===== config.mk =====
export PLATFORM = sky130hd
export DESIGN_NAME = voice_mix_sequencer
export DESIGN_NICKNAME = d
export VERILOG_FILES = /design/src/rtl/voice_mix_sequencer.sv
export SDC_FILE = /design/constraint.sdc
export NUM_CORES = 1
export LEC_CHECK = 0
export CORE_MARGIN = 1
export CORE_UTILIZATION = 23
export CTS_CLUSTER_DIAMETER = 50
export DETAILED_ROUTE_END_ITERATION = 16
export PLACE_DENSITY = 0.35
export SLEW_MARGIN = 20
export SYNTH_ARGS = -nofsm -noshare
export SYNTH_HDL_FRONTEND = slang
export SYNTH_SLANG_ARGS = --single-unit

===== constraint.sdc =====
create_clock -name clk -period 6.8 [get_ports clk]
set_input_delay 1.02 -clock clk [delete_from_list [all_inputs] [get_ports clk]]
set_output_delay 1.02 -clock clk [all_outputs]
set_load 0.02 [all_outputs]

===== src/rtl/voice_mix_sequencer.sv =====
// voice_mix_sequencer: three-voice gain/mute mixer sharing one 16x9 multiplier, saturated 16-bit output
module voice_mix_sequencer #(
  parameter logic [7:0] DEFAULT_GAIN = 8'd128,
  parameter logic       SAT_OVR      = 1'b1
) (
  input  logic        clk,
  input  logic        reset,
  input  logic        in_ready,
  input  logic [15:0] wave0_in,
  input  logic [15:0] wave1_in,
  input  logic [15:0] wave2_in,
  input  logic [2:0]  mute,
  input  logic        gain_wr,
  input  logic [1:0]  gain_sel,
  input  logic [7:0]  gain_data,
  output logic [15:0] out,
  output logic        out_ready,
  output logic        busy,
  output logic [7:0]  overrun_count
);
  typedef enum logic [2:0] {IDLE, MAC0, MAC1, MAC2, OUT} state_t;
  state_t state_q, state_d;
  logic phase_q, phase_d;
  logic [2:0][15:0] wave_q;
  logic [2:0] mute_q;
  logic [2:0][7:0] gsnap_q, gain_q, gain_d;
  logic [23:0] prod_q, prod_d, mul_p;
  logic signed [25:0] acc_q, acc_d, sh;
  logic [15:0] out_q, out_d, sat, mul_a;
  logic [7:0] ovr_q, ovr_d, mul_g;
  logic out_ready_q, out_ready_d, mul_m, cap;
  assign cap = state_q == IDLE && in_ready;
  // Product is registered and accumulated a cycle later; OUT spends one cycle draining it
  always_comb begin
    mul_a = state_q == MAC1 ? wave_q[1] : state_q == MAC2 ? wave_q[2] : wave_q[0];
    mul_g = state_q == MAC1 ? gsnap_q[1] : state_q == MAC2 ? gsnap_q[2] : gsnap_q[0];
    mul_m = state_q == MAC1 ? mute_q[1] : state_q == MAC2 ? mute_q[2] : mute_q[0];
    mul_p = $signed(mul_a) * $signed({1'b0, mul_g});
    prod_d = (state_q == MAC0 || state_q == MAC1 || state_q == MAC2) && !mul_m ? mul_p : '0;
    acc_d = cap ? '0 : state_q == IDLE ? acc_q : acc_q + 26'($signed(prod_q));
    sh = acc_q >>> 7;
    sat = sh[25:15] != {11{sh[25]}} ? (sh[25] ? 16'h8000 : 16'h7fff) : sh[15:0];
    out_ready_d = state_q == OUT && phase_q;
    out_d = out_ready_d ? sat : out_q;
    phase_d = state_q == OUT && !phase_q;
    ovr_d = in_ready && state_q != IDLE ? (SAT_OVR && &ovr_q ? ovr_q : ovr_q + 8'd1) : ovr_q;
    for (int i = 0; i < 3; i++) gain_d[i] = gain_wr && gain_sel == 2'(i) ? gain_data : gain_q[i];
    case (state_q)
      IDLE:    state_d = in_ready ? MAC0 : IDLE;
      MAC0:    state_d = MAC1;
      MAC1:    state_d = MAC2;
      MAC2:    state_d = OUT;
      OUT:     state_d = phase_q ? IDLE : OUT;
      default: state_d = IDLE;
    endcase
  end
  always_ff @(posedge clk) begin
    if (reset) begin
      state_q <= IDLE;
      phase_q <= 1'b0;
      acc_q <= '0;
      prod_q <= '0;
      out_q <= '0;
      out_ready_q <= 1'b0;
      ovr_q <= '0;
      gain_q <= {3{DEFAULT_GAIN}};
      gsnap_q <= {3{DEFAULT_GAIN}};
      wave_q <= '0;
      mute_q <= '0;
    end else begin
      state_q <= state_d;
      phase_q <= phase_d;
      acc_q <= acc_d;
      prod_q <= prod_d;
      out_q <= out_d;
      out_ready_q <= out_ready_d;
      ovr_q <= ovr_d;
      gain_q <= gain_d;
      if (cap) begin
        wave_q <= {wave2_in, wave1_in, wave0_in};
        mute_q <= mute;
        gsnap_q <= gain_q;
      end
    end
  end
  assign out = out_q;
  assign out_ready = out_ready_q;
  assign busy = state_q != IDLE;
  assign overrun_count = ovr_q;
endmodule


==> results of run 1 <==
synthesized netlist by cell type, types with 22 or more instances:
master	number
inv_1	170
ha_1	73
nand2_1	303
fa_1	101
mux2i_1	52
o21ai_1	32
nor3_1	26
clkbuf_1	45
a21oi_1	132
xor2_1	22
dfxtp_1	178
nor2_1	143
xnor2_1	26
cell type report:
cell class,count,area (sq um)
Clock buffer,18,429.2
Clock inverter,14,140.1
Fill cell,5876,38330
Inverter,171,641.9
Multi-Input combinational cell,1106,7948
Sequential cell,178,3565
Tap cell,688,860.8
Timing Repair Buffer,108,1059
per-layer routing:
| metal | global-route usage (%) | vias up | part of all wire, % |
|---|---|---|---|
| met5 | 0 | - | 0 |
| met1 | 17.43 | 4598 | 52 |
| li1 | - | 5067 | - |
| met2 | 19.55 | 121 | 44 |
| met4 | 3.828 | 0 | 1.4 |
| met3 | 2.056 | 25 | 2.3 |
per-stage QoR:
| stage | setup slack, ns | hold WS (ns) |
|---|---|---|
| after CTS | 0.8987 | 0.4577 |
| after global routing | 0.6153 | 0.4697 |
| after detailed placement | 0.9247 | 0.4461 |
| final | 1.004 | 0.4541 |
| after global placement | 0.9095 | 0.4393 |
| after floorplan | 1.565 | 0.4298 |
final timing paths:
kind                           start                       to  slack [ns]
min          wave_q[29]$_SDFFE_PP0P_  wave_q[29]$_SDFFE_PP0P_        0.45
max reg2reg    state_q[1]$_SDFF_PP0_    prod_q[20]$_SDFF_PP0_        1.00
max            state_q[1]$_SDFF_PP0_    prod_q[20]$_SDFF_PP0_        1.00
min reg2reg  wave_q[29]$_SDFFE_PP0P_  wave_q[29]$_SDFFE_PP0P_        0.45
placed cells by master, fill, tap and decap left out, types with 17 or more instances in the layout:
master / Yosys / final
a21o_1: 21 / 21
a21oi_1: 132 / 132
buf_4: 2 / 17
clkbuf_16: 0 / 17
clkdlybuf4s50_1: 0 / 89
dfxtp_1: 178 / 177
fa_1: 101 / 101
ha_1: 73 / 73
inv_1: 170 / 170
mux2i_1: 52 / 52
nand2_1: 303 / 302
nor2_1: 143 / 143
nor3_1: 26 / 26
o21a_1: 18 / 18
o21ai_1: 32 / 32
xnor2_1: 26 / 26
xor2_1: 22 / 22
critical path: stages, from the launching register on:
cell and delay (ns):
dfxtp_1 0.50, nand2b_2 0.12, buf_12 0.19, o21ai_1 0.56, buf_4 0.30, nand2_1 0.09
fa_1 0.55, inv_1 0.05, fa_1 0.46, fa_1 0.49, inv_1 0.05, fa_1 0.52
inv_1 0.04, ha_1 0.24, or3_1 0.42, a221oi_2 0.25, o21ai_2 0.16, a41oi_2 0.29
o21bai_1 0.13, xnor2_1 0.15, nor2_1 0.06
sequential cells by signal (all words and copies together), names as in the netlist:
| signal | cells |
|---|---|
| phase_q | 1 |
| overrun_count | 8 |
| out_ready | 1 |
| wave_q | 48 |
| out | 16 |
| mute_q | 3 |
| gsnap_q | 24 |
| prod_q | 24 |
| state_q | 3 |
| acc_q | 26 |
| gain_q | 24 |
logic make-up after synthesis:
group / Yosys count
muxes: 53
DFF: 178
AOI/OAI and AO/OA: 277
buffers and inverters: 243
xor gates and xnor gates: 48
and+or+nand+nor: 554
adders and majority gates: 174
power groups by stage:
stage          registers, mW  clock network [mW]  logic, mW
6_report                1.11               0.979      0.451
5_1_grt                 1.12                1.06      0.512
4_1_cts                 1.12                1.03      0.465
3_5_place_dp            1.14                   0      0.463
3_3_place_gp            1.14                   0      0.464
2_1_floorplan           1.13                   0      0.311
==> flow_summary.ini, run 1 <==
[status]
outcome = finished clean

[sta]
finalMaxSlewViolations = 0
fin_crit_sh_pct = 85.24
timing.setup.tns_ns = 0
slew_headroom_pct = 31.47
max_freq_mhz = 172.5
fin_crit_ns = 5.796
worstMarginPinSlew_ns = 1.024
setup_viol = 0
finClkSkew_ns = 0.01676
rsz0062_at_grt = false
finalHoldViolCount = 0

[placed_design]
dpl-instance-area_sq_mm = 0.01407
io_buffers = 90
placed_cells = 2251
post-dp-hpwl_um = 25710
gp_congestion = 0.7987

[setup_path]
critPathArrivalTime_ns = 6.13
crit_path_end_kind = flop
critPathKind = flop to flop
worst_ep_required_time_ns = 7.13
cp-start-kind = flop
worst-path-max-fanout = 59
rr_worst_depth = 20

[clock_tree]
cts_buffer_depth = 2
clkSlewWorstSetupHoldPaths_ns = 0.08
cts_tree = done
cts.repair.resized = 0
numCtsBuffers = 17
root_buffer = clkbuf_16
clk_latency_ns = 0.48
h-tree-depth = 4
cts_setup_buffers = 0
clock-sinks = 178
holdBufCountCts = 0

[routing]
firstDrtPassIters = 4
vias_per_cell = 4.297
post_drt_wl_per_cell_um = 14.55
ant_nets = 0
drt-initial-drc-count = 350
via_count = 9811
routed_wl_um = 33210
route.detailed.drc = 0

[grt]
grt_pass1_wl_um = 55190
grtUsageTotal_pct = 12.47
antenna_found_initial = 0
grt_pass1_vias = 10200
gr-total-overflow = 0
grt_max_degree = 77

[die]
core_sq_mm = 0.05297
die-height_um = 234.6
start_util_pct = 23.50
die_area_sq_mm = 0.05505
io_pins = 91
die_w_um = 234.6
rows = 84

[layout]
syn_to_final_growth_pct = 17.65
drive_gt1_share_pct = 4.828
fin_util_pct = 27.64
fin_nets = 1821
antennaDiodeCount = 0
stdcell_area_sq_mm = 0.01464
fin_cells = 2283

[power]
power_leakage_nw = 6.176
vdd_drop_max_uv = 181.6
powerDensity_mw_per_mm2 = 173.8
comb_power_share_pct = 17.7
pwr-share-seq_pct = 43.8
p_int_mw = 1.735
finalPower_mw = 2.545
switchingPower_mw = 0.8101
p_clk_share_pct = 38.5
p_sw_share_pct = 31.83

[synth]
synth_top_family_by_area = adder cells
synth-edff-count = 0
synth_area_per_cell_sq_um = 8.150
syn-num-nets = 1766
synthAdderAreaFrac_pct = 23.59
synth-simple-area-share_pct = 18.77
synth-warning-count = 0
synth_mux_area_share_pct = 4.273
synthXorXnorAreaFrac_pct = 3.378
synthFlopType = dfxtp_1
yosys.area.top_type_share_pct = 28.63
netlist_area_sq_mm = 0.01245
synth_cell_types = 72
synth.largest_area_cell = dfxtp_1
synthTopCellsByArea = dfxtp_1 29%, fa_1 16%, nand2_1 9.1%
synth_seq_cells = 178
ys_seq_area_share_pct = 28.63
synth_compound_area_share_pct = 13.76
async_reset_ff_share_pct = 0
syn_inst = 1527

[worst_hold_path]
hold_depth = 2
hp-class = flop to flop

[flow_run]
cap_violations = 0
(Power assumes the default switching activity.)
==> run 2, diff against run 1 <==
SLEW_MARGIN = 0   (was 20)
==> results of run 2 <==
No change in the layout: final DEF, timing and power equal those of run 1.
